===== config.mk =====
export PLATFORM = sky130hd
export DESIGN_NAME = rvh_lsu_ld_req_issue
export DESIGN_NICKNAME = d
export VERILOG_FILES = /design/src/rtl/rvh_lsu_ld_req_issue.sv
export SDC_FILE = /design/constraint.sdc
export NUM_CORES = 1
export LEC_CHECK = 0
export ABC_AREA = 1
export BUFFER_PORTS_ARGS = -buffer_cell sky130_fd_sc_hd__buf_2
export CORE_MARGIN = 2
export CORE_UTILIZATION = 30
export DETAILED_ROUTE_END_ITERATION = 10
export SYNTH_ARGS = -nofsm -noshare
export SYNTH_HDL_FRONTEND = slang
export SYNTH_SLANG_ARGS = --single-unit

===== constraint.sdc =====
create_clock -name clk -period 21 [get_ports clk]
set_input_delay 3.15 -clock clk [delete_from_list [all_inputs] [get_ports clk]]
set_output_delay 3.15 -clock clk [all_outputs]
set_load 0.02 [all_outputs]

===== src/rtl/rvh_lsu_ld_req_issue.sv =====
// LSU load-request issue queue: holds dispatched loads, issues them in index
// order to the L1D bank load pipe, retires on writeback and re-arms on replay.
module rvh_lsu_ld_req_issue #(
  parameter int LDQ_DEPTH      = 4,
  parameter int PADDR_WIDTH    = 56,
  parameter int ROB_TAG_WIDTH  = 4,
  parameter int PREG_TAG_WIDTH = 4,
  parameter int LSU_ID_WIDTH   = 12,
  parameter int REQ_TYPE_WIDTH = 14
) (
  input  logic                          clk,
  input  logic                          rst,
  input  logic                          flush_i,
  input  logic                          ld_alloc_vld_i,
  output logic                          ld_alloc_rdy_o,
  input  logic [ROB_TAG_WIDTH-1:0]      ld_alloc_rob_tag_i,
  input  logic [PREG_TAG_WIDTH-1:0]     ld_alloc_prd_i,
  input  logic [PADDR_WIDTH-1:0]        ld_alloc_paddr_i,
  input  logic [REQ_TYPE_WIDTH-1:0]     ld_alloc_req_type_dec_i,
  output logic                          ls_pipe_l1d_ld_req_vld_o,
  input  logic                          ls_pipe_l1d_ld_req_rdy_i,
  output logic [ROB_TAG_WIDTH-1:0]      ls_pipe_l1d_ld_req_rob_tag_o,
  output logic [PREG_TAG_WIDTH-1:0]     ls_pipe_l1d_ld_req_prd_o,
  output logic [LSU_ID_WIDTH-1:0]       ls_pipe_l1d_ld_req_lsu_tag_o,
  output logic [PADDR_WIDTH-1:0]        ls_pipe_l1d_ld_req_paddr_o,
  output logic [5:0]                    ls_pipe_l1d_ld_req_offset_o,
  output logic [REQ_TYPE_WIDTH-1:0]     ls_pipe_l1d_ld_req_type_dec_o,
  input  logic                          l1d_lsu_resp_vld_i,
  input  logic [LSU_ID_WIDTH-1:0]       l1d_lsu_lsu_tag_i,
  input  logic                          l1d_lsu_replay_vld_i,
  input  logic [LSU_ID_WIDTH-1:0]       l1d_lsu_replay_lsu_tag_i,
  output logic [$clog2(LDQ_DEPTH):0]    ldq_outstanding_cnt_o,
  output logic                          ldq_empty_o
);

  localparam int IDX_W = $clog2(LDQ_DEPTH);
  localparam int CNT_W = IDX_W + 1;

  typedef enum logic [1:0] {
    ST_FREE   = 2'd0,
    ST_WAIT   = 2'd1,
    ST_ISSUED = 2'd2
  } ent_state_e;

  ent_state_e                 st_q    [LDQ_DEPTH];
  ent_state_e                 st_d    [LDQ_DEPTH];
  logic [ROB_TAG_WIDTH-1:0]   rob_q   [LDQ_DEPTH];
  logic [PREG_TAG_WIDTH-1:0]  prd_q   [LDQ_DEPTH];
  logic [PADDR_WIDTH-1:0]     paddr_q [LDQ_DEPTH];
  logic [REQ_TYPE_WIDTH-1:0]  type_q  [LDQ_DEPTH];
  logic [CNT_W-1:0]           cnt_q, cnt_d;

  logic             any_free, any_wait;
  logic [IDX_W-1:0] free_idx, sel_idx;
  logic             alloc_fire, issue_fire;

  // Lowest-index FREE and WAIT entries; scanning downwards lets the lowest win.
  always_comb begin
    any_free = 1'b0;
    any_wait = 1'b0;
    free_idx = '0;
    sel_idx  = '0;
    for (int i = LDQ_DEPTH - 1; i >= 0; i--) begin
      if (st_q[i] == ST_FREE) begin
        any_free = 1'b1;
        free_idx = IDX_W'(i);
      end
      if (st_q[i] == ST_WAIT) begin
        any_wait = 1'b1;
        sel_idx  = IDX_W'(i);
      end
    end
  end

  assign ld_alloc_rdy_o           = any_free & ~flush_i;
  assign ls_pipe_l1d_ld_req_vld_o = any_wait & ~flush_i;
  assign alloc_fire = ld_alloc_vld_i & ld_alloc_rdy_o;
  assign issue_fire = ls_pipe_l1d_ld_req_vld_o & ls_pipe_l1d_ld_req_rdy_i;

  // Per-entry transitions; a response outranks a replay on the same tag.
  // Tags beyond the queue simply match no entry.
  always_comb begin
    cnt_d = '0;
    for (int i = 0; i < LDQ_DEPTH; i++) begin
      st_d[i] = st_q[i];
      if (flush_i) begin
        st_d[i] = ST_FREE;
      end else begin
        case (st_q[i])
          ST_FREE: begin
            if (alloc_fire && free_idx == IDX_W'(i)) st_d[i] = ST_WAIT;
          end
          ST_WAIT: begin
            if (issue_fire && sel_idx == IDX_W'(i)) st_d[i] = ST_ISSUED;
          end
          ST_ISSUED: begin
            if (l1d_lsu_resp_vld_i && l1d_lsu_lsu_tag_i == LSU_ID_WIDTH'(i))
              st_d[i] = ST_FREE;
            else if (l1d_lsu_replay_vld_i && l1d_lsu_replay_lsu_tag_i == LSU_ID_WIDTH'(i))
              st_d[i] = ST_WAIT;
          end
          default: st_d[i] = ST_FREE;
        endcase
      end
      if (st_d[i] != ST_FREE) cnt_d = cnt_d + CNT_W'(1);
    end
  end

  always_ff @(posedge clk or posedge rst) begin
    if (rst) begin
      for (int i = 0; i < LDQ_DEPTH; i++) st_q[i] <= ST_FREE;
      cnt_q <= '0;
    end else begin
      for (int i = 0; i < LDQ_DEPTH; i++) st_q[i] <= st_d[i];
      cnt_q <= cnt_d;
    end
  end

  always_ff @(posedge clk or posedge rst) begin
    if (rst) begin
      for (int i = 0; i < LDQ_DEPTH; i++) begin
        rob_q[i]   <= '0;
        prd_q[i]   <= '0;
        paddr_q[i] <= '0;
        type_q[i]  <= '0;
      end
    end else if (alloc_fire) begin
      rob_q[free_idx]   <= ld_alloc_rob_tag_i;
      prd_q[free_idx]   <= ld_alloc_prd_i;
      paddr_q[free_idx] <= ld_alloc_paddr_i;
      type_q[free_idx]  <= ld_alloc_req_type_dec_i;
    end
  end

  // Request fields come only from registered entries, never from the alloc port.
  assign ls_pipe_l1d_ld_req_rob_tag_o  = rob_q[sel_idx];
  assign ls_pipe_l1d_ld_req_prd_o      = prd_q[sel_idx];
  assign ls_pipe_l1d_ld_req_lsu_tag_o  = LSU_ID_WIDTH'(sel_idx);
  assign ls_pipe_l1d_ld_req_paddr_o    = paddr_q[sel_idx];
  assign ls_pipe_l1d_ld_req_offset_o   = paddr_q[sel_idx][5:0];
  assign ls_pipe_l1d_ld_req_type_dec_o = type_q[sel_idx];

  assign ldq_outstanding_cnt_o = cnt_q;
  assign ldq_empty_o           = (cnt_q == '0);

endmodule


### Word level (Yosys, flattened, before mapping)

Index checks and enable logic that the tools add are counted.

* register bits after elaboration: 323
* logic and storage cells: 150

* bitwise logic cells: 7
* reduce and logical (&&, ||, !) cells: 30
* magnitude comparators: 3
* muxes and demuxes: 66
* add/subtract/negate cells: 3
* equal/unequal tests: 20

Operator list (number)
* bitwise mux 224 bit: 1
* 2-to-1 mux 56 bit: 3
* binary-select mux 56 bit (select 2 bit): 1
* demux 56 bit (select 2 bit): 1
* bitwise mux 56 bit: 1
* 2-to-1 mux 2 bit: 28
* equality test 12 x 2 -> 1 bit (second input constant): 4
* 2-to-1 mux 14 bit: 3
* bitwise mux 16 bit: 2
* binary-select mux 14 bit (select 2 bit): 1
* demux 14 bit (select 2 bit): 1
* equality test 12 x 1 -> 1 bit (second input constant): 2
* zero test 12 bit: 2
* case mux 2 bit (3 select lines): 4
* 2-to-1 mux 4 bit: 5
* logical AND 1 bit: 17
* binary-select mux 4 bit (select 2 bit): 2
* equality test 2 bit (second input constant): 8
* equality test 2 x 1 -> 1 bit (second input constant): 6
* zero test 2 bit: 6
* adder 3 x 1 -> 3 bit (second input constant): 3
* 2-to-1 mux 1 bit: 9
* 2-to-1 mux 3 bit: 3
* demux 4 bit (select 2 bit): 1
* 7 further kinds: 15

### Longest topological paths before layout

* word-level depth: 19
* depth in mapped cells: 20
* mapped depth without buffers: 20

### Worst setup path before layout

No wires, ideal clock.

* path type: input-to-output
* start: in flush_i
* end: out ls_pipe_l1d_ld_req_vld_o
* path slack: 14.327 ns
* stages: 1
* data arrival time: 3.523 ns
* path through: a21oi_1

* longest elaborated chain between the ends: 2

RTL lines
* start: declaration: RTL line 13 `input logic flush_i,`
* NOT 1 bit: RTL line 76 `assign ls_pipe_l1d_ld_req_vld_o = any_wait & ~flush_i;`
* AND 1 bit: RTL line 76
* end: declaration: RTL line 20 `output logic ls_pipe_l1d_ld_req_vld_o,`

Every way passes these cells.

### Worst setup path after layout

Ends and elaborated chain as after synthesis.

==> results by stage <==
Outcome:
- The flow ran to the end, and the final reports show no timing, DRC or antenna violations.

Global routing:
- The first global-routing pass estimated 59900 µm of wire.
- The global-route total usage across every layer is 15.59%.
- Entering global routing, the biggest net connects 134 pins.
- The number of antenna violations at the first check in global routing is 5.
- Global routing finished with a remaining overflow of 0.
- The via count of the first global-routing pass is 11190.

Drt:
- The final layout contains routed wiring with a total length of 37700 µm.
- The remaining design rule violation count is 0.
- The DRC violation total after the first TritonRoute iteration is 946.
- The mean routed wirelength per cell is 15.22 µm.
- The routed design uses 17160 µm of met2 wire.
- The count of TritonRoute iterations in the first routing pass is 7.
- Wire segments on met3 add up to 2701 µm in the final route.
- The detail route stage leaves a number of antenna-violating nets equal to 0.
- The detailed router used layers up to and including met5.
- The total number of vias is 11630.
- The post-detailed-route via-to-cell ratio is 4.694.
- After detailed routing, the wire length on met1 is 17010 µm.

Synth:
- Synthesis inferred 323 register bits.
- For this run, the number of Yosys warnings is 0.
- Synthesis produced a netlist whose cell count is 1693.
- Summed over all instances, the cell type with the most area after synthesis is sky130_fd_sc_hd__dfrtp_1.
- In the synthesized netlist the dominant register cell turns out to be sky130_fd_sc_hd__dfrtp_1.
- By area the synthesized netlist is led by sky130_fd_sc_hd__dfrtp_1 57%, sky130_fd_sc_hd__nand2_1 18%, sky130_fd_sc_hd__o21ai_0 8.8%, sky130_fd_sc_hd__nand4_1 3.6%, sky130_fd_sc_hd__inv_1 3.0%.
- The fraction of synthesized cell area taken by the top area cell type is 57.45%.
- The share of synthesized flip-flops with an asynchronous set or reset is 100.0%.
- The combined area of all synthesized cells is 14070 µm².
- After synthesis, the netlist uses 31 different library cells.
- A synthesized cell averages 8.311 µm².
- Ranked by instance count, the synthesized netlist is headed by 667 x sky130_fd_sc_hd__nand2_1, 323 x sky130_fd_sc_hd__dfrtp_1, 246 x sky130_fd_sc_hd__o21ai_0.
- Among all cell types in the netlist, the one instantiated most often is sky130_fd_sc_hd__nand2_1.
- The synthesized design contains 0 enable-type register cells.
- Summing the sequential cell areas from Yosys gives 57.45% of the chip area.

STA:
- The total negative setup slack is 0 ns.
- The number of max-slew violations in the final report is 0.
- Setup repair after global routing left no endpoint under its margin.
- The final critical delay including setup and external delays is 6.829 ns.
- The setup clock skew after layout is 0.01398 ns.
- The final setup violation count is 0.
- The final-report hold violation count is 0.
- For the pin with the worst max-slew slack, the measured transition is 1.102 ns.
- The final critical path takes up 32.52% of the cycle.
- Headroom to the max-slew limit came out at 26.51%.
- The fmax is 146.4 MHz.

Flow run:
- The number of max-cap violations is 0.

Critical path:
- The data required time of the critical path is 17.85 ns.
- In this run the critical register-to-register path is captured at ldq_outstanding_cnt_o[1].
- The worst setup path is launched from an input port.
- The master of the slowest instance on the critical path is sky130_fd_sc_hd__buf_2.
- Data arrives at the worst endpoint at 3.68 ns.
- The worst setup path is of the input port to primary output kind.
- The endpoint type of the worst setup path is a primary output.
- In this run the critical register-to-register path is launched from st_q[1].
- The highest cell delay on the worst timing path is 0.20 ns.
- The critical path goes through buf_2 > a21oi_1 > buf_2.
- The number of cells traversed by the worst register-to-register path is 19.
- The worst-path maximum fanout is 6.
- Across all register-to-register paths, the minimum setup slack is 17.82 ns.
- Counting stages on the worst path, the most repeated cell is sky130_fd_sc_hd__buf_2.

Die:
- Once the floorplan was initialized, standard cells occupied 30.29% of the core.
- The floorplan step defined a core boundary enclosing 46460 µm².
- The number of top-level design ports is 211.
- In this run the core area contains 79 standard-cell rows.
- From left edge to right edge, the die measures 220.6 µm.
- The die height is 220.6 µm.
- The die covers 48650 µm².

Pwr:
- The leakage power is 8.319 nW.
- IR analysis of the VDD net gives a maximum drop of 93.81 µV.
- In this run the power density over the cells is 100.4 nW/µm².

Finish:
- Of the cells placed in the final design, the portion with a size suffix greater than 1 is 15.78%.
- The relative area change from synthesis to final layout is 19.07%.
- The net count of the finished layout is 1954.
- After routing the design area is 16750 µm².

Placement:
- The placer's final routability congestion estimate is 0.7966.
- The cell area after placement is 15460 µm².
- The count of port buffers added during placement is 200.
- The half-perimeter wire length after placement is 21410 µm.

Clock tree:
- The source-to-sink clock delay at the later pin of the worst-skew pair is 0.54 ns.
- The maximum buffer depth of the clock tree is 3.
- The clock transition at the registers of the reported paths is 0.05 ns.
- The number of buffers added to fix hold violations after cts is 0.
- In this run the number of H-tree levels came out at 2.
- In this run the clock root is driven by a sky130_fd_sc_hd__clkbuf_16.
- Post-CTS repair changed the size of 0 cells.
- In this run, CTS created clock tree buffers numbering 39.
- The clock sink total is 323.
- The post-CTS setup buffer count is 0.
- TritonCTS built the clock tree.

Hold path:
- Counting instances, the worst hold path has a depth of 2.
- The critical hold path startpoint is prd_q[11].
- The worst hold path class is flop to flop.
- The path with the worst hold slack has its endpoint at prd_q[11].
-- cells in the final DEF (no fill, tap or decap), types with 2 or more instances in the layout --
cell,instances
sky130_fd_sc_hd__dfrtp_1,323
sky130_fd_sc_hd__nor2_4,2
sky130_fd_sc_hd__inv_2,5
sky130_fd_sc_hd__nand2_4,2
sky130_fd_sc_hd__o21ai_0,246
sky130_fd_sc_hd__bufinv_16,2
sky130_fd_sc_hd__clkbuf_16,41
sky130_fd_sc_hd__buf_4,15
sky130_fd_sc_hd__buf_2,200
sky130_fd_sc_hd__inv_1,110
sky130_fd_sc_hd__clkbuf_8,9
sky130_fd_sc_hd__a21oi_1,3
sky130_fd_sc_hd__nand2_2,3
sky130_fd_sc_hd__conb_1,10
sky130_fd_sc_hd__o21ai_1,68
sky130_fd_sc_hd__ha_1,3
sky130_fd_sc_hd__clkbuf_1,6
sky130_fd_sc_hd__clkinv_2,9
sky130_fd_sc_hd__nand2_1,666
sky130_fd_sc_hd__nor3_1,4
sky130_fd_sc_hd__nand3_1,21
sky130_fd_sc_hd__nand4_1,81
sky130_fd_sc_hd__nor2_1,26
sky130_fd_sc_hd__nand3b_1,2
-- cell type report --
cell class	instances	area, µm²
clock inverters	12	116.4
inverters	118	451.7
well taps	607	759.5
diodes	1	2.502
multi-input cells	1145	5054
repair buffers	215	1114
clock buffers	56	1172
fillers	4825	29700
flip-flops and latches	323	8083
-- per-layer routing --
metal | GRT usage (%) | vias to the layer above
li1 | - | 5717
met1 | 20.64 | 5536
met2 | 25.04 | 310
met3 | 4.247 | 59
met4 | 4.489 | 6
met5 | 0 | -
-- critical path, delay by kind of cell --
family / cells / cell delay, ns
AOI/OAI and AO/OA: 1 / 0.19
buffers and inverters: 2 / 0.34
-- how the worst max path moves through the flow --
stage / start / to / slack, ns / cells after the start
4_1_cts: flush_i / ls_pipe_l1d_ld_req_vld_o / 14.16 / 3
2_1_floorplan: rst / ldq_outstanding_cnt_o[0] / 8.91 / 1
3_5_place_dp: flush_i / ls_pipe_l1d_ld_req_vld_o / 14.16 / 3
6_report: flush_i / ls_pipe_l1d_ld_req_vld_o / 14.17 / 3
5_1_grt: flush_i / ls_pipe_l1d_ld_req_vld_o / 14.10 / 3
3_3_place_gp: flush_i / ld_alloc_rdy_o / 14.19 / 3
-- flip-flops by register name (all words and copies together), names as in the netlist --
| register | flops |
|---|---|
| ldq_outstanding_cnt_o | 3 |
| paddr_q | 224 |
| prd_q | 16 |
| rob_q | 16 |
| st_q | 8 |
| type_q | 56 |
-- power by group --
| part | leakage (nW) | switching [mW] | internal [mW] | total (mW) |
|---|---|---|---|---|
| Clock | 0.641 | 0.261 | 0.411 | 0.672 |
| Combinational | 3.41 | 0.160 | 0.0878 | 0.248 |
| Sequential | 4.27 | 0.0484 | 0.714 | 0.763 |
| Total | 8.32 | 0.469 | 1.21 | 1.68 |
-- cell families (layout without fill, tap and decap cells) --
family	after synthesis	in the layout	share of synthesized area (%)
simple gates	811	811	23.63
flops	323	323	57.45
other cells	1	11	0.02665
fa+ha+maj	3	3	0.2668
buf+inv	234	401	7.087
compound gates	321	321	11.54
-- stage by stage --
step / setup WS, ns / std cells / hold slack, ns / util [%] / power (mW)
after CTS: 14.16 / 2476 / 0.4866 / 36.05 / 1.712
after detailed placement: 14.16 / 2408 / 0.4726 / 33.28 / 1.024
final: 14.17 / 2477 / 0.4816 / 36.06 / 1.682
after global routing: 14.10 / 2476 / 0.5011 / 36.05 / 1.778
after global placement: 14.19 / 2408 / 0.4654 / 33.28 / 1.014
after floorplan: 8.909 / 1702 / 0.4534 / - / 0.9404
Power figures use the tool's default switching activity.
